--- config.mk ---
export PLATFORM = sky130hd
export DESIGN_NAME = jt49
export DESIGN_NICKNAME = d
export VERILOG_FILES = /design/src/rtl/jt49.sv
export SDC_FILE = /design/constraint.sdc
export NUM_CORES = 1
export LEC_CHECK = 0
export CORE_MARGIN = 1.5
export CORE_UTILIZATION = 45
export DETAILED_ROUTE_END_ITERATION = 16
export DONT_BUFFER_PORTS = 1
export RECOVER_POWER = 100
export SYNTH_ARGS = -nofsm -noshare
export SYNTH_HDL_FRONTEND = slang
export SYNTH_SLANG_ARGS = --single-unit
--- constraint.sdc ---
create_clock -name clk -period 5.8 [get_ports clk]
set_clock_uncertainty 0.1 [all_clocks]
set_input_delay 0.87 -clock clk [delete_from_list [all_inputs] [get_ports clk]]
set_output_delay 0.87 -clock clk [all_outputs]
set_load 0.05 [all_outputs]
--- src/rtl/jt49.sv ---
// jt49: YM2149 / AY-3-8910 compatible programmable sound generator.
// Three square-wave tone channels, a shared 17-bit LFSR noise source, a shared
// 32-step envelope, a 16-entry register file, two I/O ports and a log DAC per channel.
module jt49 (
    input  logic       clk,
    input  logic       rst_n,
    input  logic       clk_en,
    input  logic       sel,
    input  logic       cs_n,
    input  logic       wr_n,
    input  logic [3:0] addr,
    input  logic [7:0] din,
    output logic [7:0] dout,
    output logic [7:0] A,
    output logic [7:0] B,
    output logic [7:0] C,
    output logic [9:0] sound,
    output logic       sample,
    input  logic [7:0] IOA_in,
    input  logic [7:0] IOB_in,
    output logic [7:0] IOA_out,
    output logic [7:0] IOB_out
);

    logic [7:0]  r_regs [16];
    logic        r_div;
    logic [2:0]  r_pre8;
    logic [11:0] r_tcnt [3];
    logic [2:0]  r_tone;
    logic [5:0]  r_ncnt;
    logic [16:0] r_lfsr;
    logic [15:0] r_ecnt;
    logic [4:0]  r_estep;
    logic        r_ehold;
    logic        r_einv;
    logic        r_ezero;
    logic        r_t8_d;
    logic        r_sample;
    logic [7:0]  r_a;
    logic [7:0]  r_b;
    logic [7:0]  r_c;
    logic [9:0]  r_sound;

    logic        w_we;
    logic        w_r13_wr;
    logic        w_m;
    logic        w_t8;
    logic        w_ntick;
    logic        w_etick;
    logic [12:0] w_tp [3];
    logic [6:0]  w_np2;
    logic [16:0] w_ep;
    logic [4:0]  w_elvl;
    logic [4:0]  w_lvl [3];
    logic [7:0]  w_dac [3];

    function automatic logic [7:0] wr_mask(input logic [3:0] a);
        logic [7:0] m;
        case (a)
            4'd1, 4'd3, 4'd5, 4'd13: m = 8'h0F;
            4'd6, 4'd8, 4'd9, 4'd10: m = 8'h1F;
            default:                 m = 8'hFF;
        endcase
        return m;
    endfunction

    // 12-bit period with 0 treated as 1, widened for an overflow-free compare
    function automatic logic [12:0] tone_period(input logic [3:0] hi, input logic [7:0] lo);
        logic [12:0] p;
        p = {1'b0, hi, lo};
        if (p == 13'd0) p = 13'd1;
        return p;
    endfunction

    function automatic logic [4:0] chan_level(input logic tone, input logic noise,
                                              input logic tdis, input logic ndis,
                                              input logic [4:0] amp, input logic [4:0] env);
        logic [4:0] lvl;
        if (amp[4])                lvl = env;
        else if (amp[3:0] == 4'd0) lvl = 5'd0;
        else                       lvl = {amp[3:0], 1'b1};
        if (((tone | tdis) & (noise | ndis)) == 1'b0) lvl = 5'd0;
        return lvl;
    endfunction

    // 1.5 dB per step below full scale, fractional part truncated
    function automatic logic [7:0] dac(input logic [4:0] lvl);
        logic [7:0] v;
        case (lvl)
            5'd0:  v = 8'd0;   5'd1:  v = 8'd1;   5'd2:  v = 8'd1;   5'd3:  v = 8'd2;
            5'd4:  v = 8'd2;   5'd5:  v = 8'd2;   5'd6:  v = 8'd3;   5'd7:  v = 8'd4;
            5'd8:  v = 8'd4;   5'd9:  v = 8'd5;   5'd10: v = 8'd6;   5'd11: v = 8'd8;
            5'd12: v = 8'd9;   5'd13: v = 8'd11;  5'd14: v = 8'd13;  5'd15: v = 8'd16;
            5'd16: v = 8'd19;  5'd17: v = 8'd22;  5'd18: v = 8'd27;  5'd19: v = 8'd32;
            5'd20: v = 8'd38;  5'd21: v = 8'd45;  5'd22: v = 8'd53;  5'd23: v = 8'd64;
            5'd24: v = 8'd76;  5'd25: v = 8'd90;  5'd26: v = 8'd107; 5'd27: v = 8'd127;
            5'd28: v = 8'd151; 5'd29: v = 8'd180; 5'd30: v = 8'd214;
            default: v = 8'd255;
        endcase
        return v;
    endfunction

    // Strobes, effective periods and per-channel levels
    always_comb begin
        w_we     = !cs_n && !wr_n;
        w_r13_wr = w_we && (addr == 4'd13);
        w_m      = clk_en && (sel || r_div);
        w_t8     = w_m && (r_pre8 == 3'd7);
        w_tp[0]  = tone_period(r_regs[1][3:0], r_regs[0]);
        w_tp[1]  = tone_period(r_regs[3][3:0], r_regs[2]);
        w_tp[2]  = tone_period(r_regs[5][3:0], r_regs[4]);
        w_np2    = {1'b0, r_regs[6][4:0], 1'b0};
        if (w_np2 == 7'd0) w_np2 = 7'd2;
        w_ep     = {1'b0, r_regs[12], r_regs[11]};
        if (w_ep == 17'd0) w_ep = 17'd1;
        w_ntick  = ({1'b0, r_ncnt} + 7'd1) >= w_np2;
        w_etick  = ({1'b0, r_ecnt} + 17'd1) >= w_ep;
        if (r_ezero)                      w_elvl = 5'd0;
        else if (r_regs[13][2] ^ r_einv) w_elvl = r_estep;
        else                              w_elvl = ~r_estep;
        w_lvl[0] = chan_level(r_tone[0], r_lfsr[0], r_regs[7][0], r_regs[7][3],
                              r_regs[8][4:0], w_elvl);
        w_lvl[1] = chan_level(r_tone[1], r_lfsr[0], r_regs[7][1], r_regs[7][4],
                              r_regs[9][4:0], w_elvl);
        w_lvl[2] = chan_level(r_tone[2], r_lfsr[0], r_regs[7][2], r_regs[7][5],
                              r_regs[10][4:0], w_elvl);
        w_dac[0] = dac(w_lvl[0]);
        w_dac[1] = dac(w_lvl[1]);
        w_dac[2] = dac(w_lvl[2]);
    end

    // Read mux: ports configured as inputs read their pins
    always_comb begin
        dout = r_regs[addr];
        if (addr == 4'd14 && !r_regs[7][6]) dout = IOA_in;
        if (addr == 4'd15 && !r_regs[7][7]) dout = IOB_in;
    end

    // CPU register writes, independent of the PSG clock enable
    always_ff @(posedge clk or negedge rst_n) begin
        if (!rst_n) begin
            for (int i = 0; i < 16; i++) r_regs[i] <= 8'h00;
        end else if (w_we) begin
            r_regs[addr] <= din & wr_mask(addr);
        end
    end

    // Master divider and divide-by-8 prescaler
    always_ff @(posedge clk or negedge rst_n) begin
        if (!rst_n) begin
            r_div  <= 1'b0;
            r_pre8 <= 3'd0;
        end else begin
            if (clk_en) r_div <= ~r_div;
            if (w_m)    r_pre8 <= r_pre8 + 3'd1;
        end
    end

    // Tone counters; a shortened period takes effect at the next compare
    always_ff @(posedge clk or negedge rst_n) begin
        if (!rst_n) begin
            for (int i = 0; i < 3; i++) r_tcnt[i] <= 12'd0;
            r_tone <= 3'b000;
        end else if (w_t8) begin
            for (int i = 0; i < 3; i++) begin
                if (({1'b0, r_tcnt[i]} + 13'd1) >= w_tp[i]) begin
                    r_tcnt[i] <= 12'd0;
                    r_tone[i] <= ~r_tone[i];
                end else begin
                    r_tcnt[i] <= r_tcnt[i] + 12'd1;
                end
            end
        end
    end

    // Noise prescaler and LFSR (x^17 + x^14)
    always_ff @(posedge clk or negedge rst_n) begin
        if (!rst_n) begin
            r_ncnt <= 6'd0;
            r_lfsr <= 17'h1;
        end else if (w_t8) begin
            if (w_ntick) begin
                r_ncnt <= 6'd0;
                r_lfsr <= {r_lfsr[0] ^ r_lfsr[3], r_lfsr[16:1]};
            end else begin
                r_ncnt <= r_ncnt + 6'd1;
            end
        end
    end

    // Envelope prescaler and step sequencer; an R13 write beats a coincident tick
    always_ff @(posedge clk or negedge rst_n) begin
        if (!rst_n) begin
            r_ecnt  <= 16'd0;
            r_estep <= 5'd0;
            r_ehold <= 1'b0;
            r_einv  <= 1'b0;
            r_ezero <= 1'b0;
        end else if (w_r13_wr) begin
            r_ecnt  <= 16'd0;
            r_estep <= 5'd0;
            r_ehold <= 1'b0;
            r_einv  <= 1'b0;
            r_ezero <= 1'b0;
        end else if (w_t8) begin
            if (!w_etick) begin
                r_ecnt <= r_ecnt + 16'd1;
            end else begin
                r_ecnt <= 16'd0;
                if (!r_ehold) begin
                    if (r_estep != 5'd31) begin
                        r_estep <= r_estep + 5'd1;
                    end else if (!r_regs[13][3]) begin
                        r_ehold <= 1'b1;
                        r_ezero <= 1'b1;
                    end else if (r_regs[13][0]) begin
                        r_ehold <= 1'b1;
                        r_einv  <= r_einv ^ r_regs[13][1];
                    end else begin
                        r_estep <= 5'd0;
                        r_einv  <= r_einv ^ r_regs[13][1];
                    end
                end
            end
        end
    end

    // Output stage, refreshed the clk after each t8
    always_ff @(posedge clk or negedge rst_n) begin
        if (!rst_n) begin
            r_t8_d   <= 1'b0;
            r_sample <= 1'b0;
            r_a      <= 8'd0;
            r_b      <= 8'd0;
            r_c      <= 8'd0;
            r_sound  <= 10'd0;
        end else begin
            r_t8_d   <= w_t8;
            r_sample <= r_t8_d;
            if (r_t8_d) begin
                r_a     <= w_dac[0];
                r_b     <= w_dac[1];
                r_c     <= w_dac[2];
                r_sound <= {2'b00, w_dac[0]} + {2'b00, w_dac[1]} + {2'b00, w_dac[2]};
            end
        end
    end

    assign A       = r_a;
    assign B       = r_b;
    assign C       = r_c;
    assign sound   = r_sound;
    assign sample  = r_sample;
    assign IOA_out = r_regs[14];
    assign IOB_out = r_regs[15];

endmodule

-- After elaboration in Yosys (flattened, before gate mapping)
Memories as Yosys holds them, arrays and structs flattened.
Cells that the tools add are included.
- add/sub/neg operators: 14
- order comparisons: 7
- eq/ne operators: 9
- muxes and demuxes: 58
- bitwise operators: 19
- reductions and logical operators: 32
- operators with widths (cell ; number):
    bitwise mux 128 bit ; 1
    2-to-1 mux 5 bit ; 18
    2-to-1 mux 12 bit ; 6
    2-to-1 mux 16 bit ; 4
    2-to-1 mux 8 bit ; 6
    adder 12 x 1 -> 13 bit (second input constant) ; 3
    >= comparator 13 x 12 -> 1 bit ; 3
    adder 12 x 1 -> 12 bit (second input constant) ; 3
    zero test 12 bit ; 3
    binary-select mux 8 bit (select 4 bit) ; 1
    demux 8 bit (select 4 bit) ; 1
    2-to-1 mux 1 bit ; 19
    adder 16 x 1 -> 17 bit (second input constant) ; 1
    >= comparator 17 bit ; 1
    adder 16 x 1 -> 16 bit (second input constant) ; 1
    zero test 16 bit ; 1
    AND reduction 5 bit ; 3
    == test 4 bit (second input constant) ; 3
    zero test 4 bit ; 3
    2-to-1 mux 6 bit ; 2
    adder 9 x 8 -> 10 bit ; 1
    AND reduction 2 bit ; 5
    adder 8 x 8 -> 9 bit ; 1
    bitwise AND 8 bit ; 1
    other kinds (24) ; 48
- register bits: 254
- bits in read-only memories: 832
- output and inout port bits: 59
- word-level logic and storage cells: 180
- memories: 4
- memory list (memory ; depth ; width ; read ports ; clocked after Yosys merged registers in ; wr ports ; line ; RTL):
    (no name shown) ; 32 ; 8 ; 1 ; 0 ; 0 ; 89 ; case (lvl)
    (no name shown) ; 32 ; 8 ; 1 ; 0 ; 0 ; 89 ;
    (no name shown) ; 32 ; 8 ; 1 ; 0 ; 0 ; 89 ;
    (no name shown) ; 16 ; 4 ; 1 ; 0 ; 0 ; 59 ; case (a)

-- Logic depth before layout (Yosys ltp)
Gate-level depths: netlist (run 1).
An unclocked memory read counts as a cell.
- depth after elaboration: 8
- mapped depth: 23
- mapped depth without buffers: 22

-- Worst setup path after synthesis (run 1)
Ideal clock, no wire load.
- kind: flip-flop to flip-flop
- start point: register r_lfsr[0]
- end point: register r_sound[8], in the netlist sound[8]
- library setup time: 95 ps
- arrival: 4606 ps
- required time: 5605 ps
- slack: 999 ps
- stages on the path, launching flop included: 20
- path through: dfstp_2 clkbuf_1 o22ai_1 a211oi_1 ha_1 clkbuf_1 nand2_1 o22ai_1 and2_0 o31ai_1 fa_1 inv_1 ha_1 a21o_1 a21oi_1 nor2b_1 o21a_1 o311ai_0 a21oi_1 o31ai_1
- longest elaborated chain between the ends: 6
- elaborated cells on any way between the ends: 14
- classes of those cells: 2 x add/sub; 3 x mux; 6 x bitwise; 3 x memory
- ends and longest elaborated chain (item ; line ; RTL):
    start: declaration ; 31 ; logic [16:0] r_lfsr;
    start signal: assignment ; 184 ; r_lfsr <= {r_lfsr[0] ^ r_lfsr[3], r_lfsr[16:1]};
    bitwise OR 1 bit ; 82 ; if (((tone | tdis) & (noise | ndis)) == 1'b0) lvl = 5'd0;
    bitwise AND 1 bit ; 82 ;
    2-to-1 mux 5 bit ; 82 ;
    memory (32 x 8 bit) ; - ;
    adder 8 x 8 -> 9 bit ; 244 ; r_sound <= {2'b00, w_dac[0]} + {2'b00, w_dac[1]} + {2'b00, w_dac[2]};
    adder 9 x 8 -> 10 bit * ; 244 ;
    end signal: assignment ; 244 ;
    end: declaration ; 42 ; logic [9:0] r_sound;
Mark *: on every way between the ends. The rest lies on a longest branch, timed or not.
A chain may end at the register's enable or synchronous reset.

-- Worst setup path after layout (run 1)
- start point: register r_regs[18] in the netlist's numbering
- end point: register r_sound[8], in the netlist sound[8]
- longest elaborated chain between the ends: 8
- elaborated cells on any way between the ends: 14
- classes of those cells: 2 x add/sub; 8 x mux; 1 x bitwise; 3 x memory
- ends and longest elaborated chain (item ; line ; RTL):
    start: declaration ; 25 ; logic [7:0] r_regs [16];
    start signal: indexed assignment ; 144 ; r_regs[addr] <= din & wr_mask(addr);
    XOR 1 bit * ; 119 ; else if (r_regs[13][2] ^ r_einv) w_elvl = r_estep;
    2-to-1 mux 5 bit * ; 119 ;
    2-to-1 mux 5 bit * ; 118 ; if (r_ezero) w_elvl = 5'd0;
    2-to-1 mux 5 bit ; 79 ; if (amp[4]) lvl = env;
    2-to-1 mux 5 bit ; 82 ;
    memory (32 x 8 bit) ; - ;
    adder 8 x 8 -> 9 bit ; 244 ;
    adder 9 x 8 -> 10 bit * ; 244 ;
Marked as above.

==> results of run 1 <==
## power breakdown
part           total [W]  switching (W)  internal [W]  leakage, nW
sequential       0.00253       0.000498       0.00203         3.38
clock            0.00192       0.000805       0.00112        0.495
combinational    0.00155       0.000853      0.000695         3.96
total            0.00600        0.00216       0.00385         7.83
## per-layer routing
layer  vias up  share of wire, %
li1       5619                 -
met1      5725                47
met4         0               2.3
met3        53               5.5
met5         -                 0
met2       322                45
## cell type report
type / count / area share, %
multi-input combinational: 1176 / 51.1
sequential: 254 / 37.2
clock buffer: 44 / 5.24
tap: 455 / 3.33
inverter: 93 / 2.04
clock inverter: 14 / 0.725
timing repair buffer: 10 / 0.330
antenna: 2 / 0.0293
## kinds of logic after synthesis
group | synth area share, %
compound gates | 13.8
xor+xnor | 4.50
fa+ha+maj | 8.93
buf+inv | 4.91
flops | 40.0
mux | 13.8
simple gates | 14.1
## critical path, stage by stage, from the launching register on
cell,delay [ps]
dfrtp_1,640
xor3_1,530
o31ai_1,1130
nand2_1,290
nand2_1,140
a2bb2oi_1,280
fa_1,510
inv_1,90
ha_1,230
a21o_1,190
a21oi_1,210
nor2b_1,70
o21a_1,180
o311ai_0,400
a21oi_1,140
o31ai_1,230
## final timing paths
path | from | end | slack, ps | depth (start not counted)
min reg2reg | r_regs[78] | r_regs[78] | 380 | 2
max in group asynchronous | rst_n | r_tcnt[26] | 5210 | 0
max | r_regs[18] | sound[8] | 310 | 15
min | rst_n | r_ncnt[3] | -80 | 0
min in group clk | clk_en | r_div | 250 | 1
max reg2reg | r_regs[18] | sound[8] | 310 | 15
## cell usage in the layout, fill, tap and decap left out, types with 8 or more instances in the layout
cell type    n
and3_1      16
ha_1        99
o22ai_1     10
a22o_1       8
and2_1       8
nand4_1     13
nor3_1      21
nand3_1     45
o31ai_1     11
o21a_1       8
o211ai_1    10
mux4_2      42
a21o_1      18
clkbuf_16   31
nand2_1    252
nand2b_1    24
dfrtp_1    253
xnor2_1     40
xor2_1      23
nor4_1      12
o21ai_0    159
a21oi_1     59
mux2i_1     15
mux2_2      96
clkbuf_1    11
nor2b_1     13
nor2_1      62
fa_1         9
inv_1       93
a31oi_1     11
## per-stage QoR
stage          total power (W)  hold WS [ps]  cell area [µm²]  utilization [%]  instances
2_1_floorplan          0.00372           252            15900                -       1616
3_3_place_gp           0.00407           356            16100             46.5       1988
3_5_place_dp           0.00411           366            16100             46.5       1988
4_1_cts                0.00607          -125            17100             49.4       2046
5_1_grt                0.00636          -111            17100             49.3       2048
6_report               0.00600         -78.6            17100             49.3       2048
## registers in the layout (all words and copies together), names as in the netlist, 10 cells and up
name,flops
r_ecnt,16
r_tcnt,36
r_regs,112
sound,10
r_lfsr,17
==> flow_summary_export.csv, run 1 <==
group,metric,value,unit
placement,place.detailed.hpwl,27400,µm
floorplanning,die-area,36400,µm²
setup_path,worstSetupStartpointType,"flip-flop",
setup_path,critical_path.endpoint_type,"flip-flop",
cts,cts_tree,"done",
cts,h-tree-depth,1,
synthesis,syn-instance-count,1616,
power_and_ir_drop,p_leak,7.83,nW
synthesis,post_synth_num_cell_types,75,
floorplanning,initial_core_util,45.9,%
global_routing,grt_max_degree,255,
final_layout,net_total_in_the_final_layout,1708,
cts,ctsResizeCount,0,
sta,finalCritPeriodShare,94.7,%
route,drtIter0Drc,744,
synthesis,async_flop_share,100,%
floorplanning,die_y,191,µm
sta,report.final.hold_viol_count,239,
setup_path,timing.critical_path.fanout_max,12,
sta,timing_worst_slew_pin_value,1390,ps
global_routing,groute.layer.met3.usage,3.65,%
cts,clkSlewWorstSetupHoldPaths,60,ps
sta,fin_setup_tns,0,ps
global_routing,globalRouteMet1Util,31.9,%
setup_path,setup.worst_path.class,"flip-flop to flip-flop",
power_and_ir_drop,pwr_density_cell,351,nW/µm²
route,ant_nets,0,
placement,gp_routability_congestion,0.892,
global_routing,global_routing_usage_on_met2,34.0,%
global_routing,grtUsageTotal,22.0,%
status,outcome,"finished with violations",
cts,cts_root_buf,"clkbuf_16",
flow_run,max_cap_violations,0,
synthesis,post-synth-top-area-cell,"dfrtp_1",
synthesis,ys_seq_area_share,40.0,%
route,vias_per_cell,5.72,
setup_path,crit_required,6180,ps
sta,final.hold.worst_slack,-78.6,ps
synthesis,ys.warnings.count,0,
synthesis,ys_top_cells_by_count,"253 x dfrtp_1, 252 x nand2_1, 154 x o21ai_0",
sta,relSlewSlack,6.80,%
setup_path,critPathArrivalTime,5870,ps
floorplanning,die_width,191,µm
synthesis,synth-main-ff-cell,"dfrtp_1",
global_routing,global_route.overflow_total,0,
floorplanning,design.portCount,93,
sta,timing.final.max_slew_violations,0,
synthesis,total_standard_cell_area_after_synthesis,15900,µm²
sta,finalWorstSetupSlack,308,ps
cts,ctsLongestPathBuffers,3,
global_routing,grt-busiest-layer,"met2",
synthesis,synth.most_common_cell,"dfrtp_1",
status,violated_checks,"hold timing",
global_routing,grt_first_pass_wirelength,63800,µm
final_layout,fill_cells,3145,
final_layout,regArea,6360,µm²
cts,cts-buffers-inserted,31,
synthesis,avgSynthCellArea,9.83,µm²
floorplanning,rows,68,
route,remaining_drc_errors,0,
final_layout,multiInputGateArea,8730,µm²
placement,place_ws,464,ps
floorplanning,fp.coreArea,34600,µm²
sta,fmaxAchievable,182,MHz
global_routing,vias_in_the_first_global_route,11500,
cts,post-cts-setup-buffer-count,0,
synthesis,synth_edf_count,0,
global_routing,antenna_found_initial,2,
sta,time_the_worst_path_needs_with_i_o_delays_and_setup,5490,ps
sta,setup_repair_after_global_routing_missed_its_margin,"false",
synthesis,net_count_after_synthesis,1758,
synthesis,synth.ff_latch_count,254,
worst_hold_path,worstHoldPathType,"input port to async pin",
sta,setup_viol_count_final,0,
power_and_ir_drop,worst_ir_drop_vdd,264,µV
synthesis,netlist.area_leader.share,39.8,%
final_layout,synth_to_layout_area_growth,7.54,%
route,post_drt_wl_per_cell,19.0,µm
placement,buffer_ports.inserted,0,
cts,insertion_delay,610,ps
route,routed_wirelength,38800,µm
route,number_of_vias_in_the_routed_layout,11700,
final_layout,fraction_of_final_layout_cells_with_drive_strength_greater_than_1,13.2,%
route,detailedRoute.firstPassIterationCount,5,
synthesis,ys_top_cells_by_area,"dfrtp_1 40%, ha_1 7.8%, mux2_2 6.8%",
cts,cts_num_sinks,254,
No activity file was read; power rests on OpenSTA's default activity.
==> inputs of run 2 (changes only) <==
--- a/config.mk
+++ b/config.mk
@@ -9,6 +9,7 @@
 export CORE_UTILIZATION = 45
 export DETAILED_ROUTE_END_ITERATION = 16
 export DONT_BUFFER_PORTS = 1
+export PLACE_DENSITY_LB_ADDON = 0.2
 export RECOVER_POWER = 100
 export SYNTH_ARGS = -nofsm -noshare
 export SYNTH_HDL_FRONTEND = slang
==> flow_summary_export.csv, run 2 (synthesis results as in run 1) <==
group,metric,value,unit
status,outcome,"finished with violations",
status,violated_checks,"hold timing",
cts,insertion_delay,590,ps
sta,finalWorstSetupSlack,405,ps
cts,h-tree-depth,1,
route,number_of_vias_in_the_routed_layout,11800,
setup_path,slowest_stage,"o31ai_1",
global_routing,vias_in_the_first_global_route,11400,
power_and_ir_drop,pwr_density_cell,347,nW/µm²
global_routing,grtUsageTotal,21.8,%
route,routed_wirelength,39100,µm
global_routing,global_route.overflow_total,0,
floorplanning,die_width,191,µm
final_layout,final_cell_mix,"253 x dfrtp_1, 252 x nand2_1, 160 x o21ai_0",
sta,timing.final.max_slew_violations,0,
sta,setup_viol_count_final,0,
global_routing,groute.layer.met3.usage,3.71,%
final_layout,largest_register_ffs,112,
setup_path,crit_required,6160,ps
placement,place.detailed.hpwl,27700,µm
floorplanning,fp.coreArea,34600,µm²
floorplanning,initial_core_util,45.9,%
route,drtIter0Drc,724,
setup_path,critical_path.endpoint_type,"flip-flop",
sta,setup_repair_after_global_routing_missed_its_margin,"false",
floorplanning,die-area,36400,µm²
sta,report.final.hold_viol_count,147,
setup_path,ff2ff_path_depth,14,
placement,buffer_ports.inserted,0,
cts,ctsLongestPathBuffers,3,
sta,time_the_worst_path_needs_with_i_o_delays_and_setup,5390,ps
final_layout,fraction_of_final_layout_cells_with_drive_strength_greater_than_1,12.8,%
global_routing,grt_max_degree,255,
sta,fmaxAchievable,185,MHz
setup_path,critPathMaxStageDelay,910,ps
setup_path,critical_path.top_delay_family,"compound AO/OA/AOI/OAI gates",
setup_path,timing.critical_path.fanout_max,9,
route,detailedRoute.firstPassIterationCount,5,
floorplanning,design.portCount,93,
setup_path,setup.worst_path.class,"flip-flop to flip-flop",
worst_hold_path,worstHoldPathType,"input port to async pin",
setup_path,cell_type_with_the_highest_occurrence_count_on_the_critical_path,"o31ai_1",
route,vias_per_cell,5.77,
global_routing,globalRouteMet1Util,32.1,%
route,ant_nets,0,
final_layout,net_total_in_the_final_layout,1708,
setup_path,worstSetupStartpointType,"flip-flop",
setup_path,critical_path_cell_count,14,
final_layout,mostFrequentLayoutCell,"dfrtp_1",
sta,relSlewSlack,7.21,%
final_layout,biggestRegsByFlops,"r_regs (112), r_tcnt (36), r_lfsr (17)",
final_layout,top_register,"r_regs",
sta,final.hold.worst_slack,-59.2,ps
cts,cts_root_buf,"clkbuf_16",
route,post_drt_wl_per_cell,19.2,µm
flow_run,max_cap_violations,0,
sta,finalCritPeriodShare,93.0,%
setup_path,critPathArrivalTime,5750,ps
route,remaining_drc_errors,0,
placement,place_ws,460,ps
power_and_ir_drop,p_leak,7.78,nW
global_routing,antenna_found_initial,2,
cts,cts-buffers-inserted,29,
sta,fin_setup_tns,0,ps
power_and_ir_drop,worst_ir_drop_vdd,252,µV
sta,timing_worst_slew_pin_value,1390,ps
cts,clkSlewWorstSetupHoldPaths,60,ps
setup_path,crit_path_cell_trace,"xor3_1 -> o31ai_1 -> nand2_1 -> o31ai_1 -> fa_1 -> inv_1 -> ha_1 -> a21o_1 -> a21oi_1 -> nor2b_1 -> o21a_1 -> o311ai_0 -> a21oi_1 -> o31ai_1",
global_routing,grt_first_pass_wirelength,63100,µm
cts,cts_tree,"done",
floorplanning,rows,68,
setup_path,crit_buf_inv,1,
global_routing,global_routing_usage_on_met2,33.2,%
global_routing,grt-busiest-layer,"met2",
placement,gp_routability_congestion,0.868,
floorplanning,die_y,191,µm
final_layout,synth_to_layout_area_growth,7.04,%
cts,cts_num_sinks,254,
[run 2: timing repair]
action,4_1_cts,5_1_grt
resized for setup,0,2
setup endpoints to repair,0,1
hold endpoints to repair,253,253
setup buffers,0,0
[run 2: final cells by class]
class                      count  area, µm²
clock inverter                 7        109
antenna                        1       2.50
multi-input combinational   1176       8730
fill                        3212      17600
inverter                      93        349
clock buffer                  41        811
timing repair buffer          12       75.1
tap                          455        569
sequential                   254       6360
[run 2: where the power goes]
group / switching [W] / internal, W
Sequential: 0.000490 / 0.00203
Clock: 0.000750 / 0.00106
Combinational: 0.000870 / 0.000697
[run 2: through the flow]
stage	hold WS [ps]	std cells	util, %	total power [W]	area (µm²)
4_1_cts	-112	2038	49.2	0.00595	17000
3_3_place_gp	356	1990	46.5	0.00408	16100
3_5_place_dp	369	1990	46.5	0.00412	16100
5_1_grt	-106	2039	49.1	0.00625	17000
6_report	-59.2	2039	49.1	0.00590	17000
2_1_floorplan	252	1616	-	0.00372	15900
[run 2: worst paths after layout]
kind                              to  slack (ps)        from
max in group asynchronous  r_tcnt[8]        5150       rst_n
max                         sound[8]         410  r_regs[18]
min reg2reg                r_pre8[0]         380   r_pre8[0]
max reg2reg                 sound[8]         410  r_regs[18]
min                        r_lfsr[9]         -60       rst_n
min in group clk               r_div         270      clk_en
[run 2: routing by layer]
layer / wire, µm / vias to the layer above / share of wire (%)
li1: - / 5621 / -
met1: 18700 / 5816 / 48
met2: 17500 / 285 / 45
met3: 2130 / 45 / 5.4
met4: 760 / 2 / 1.9
met5: 12 / - / 0.031
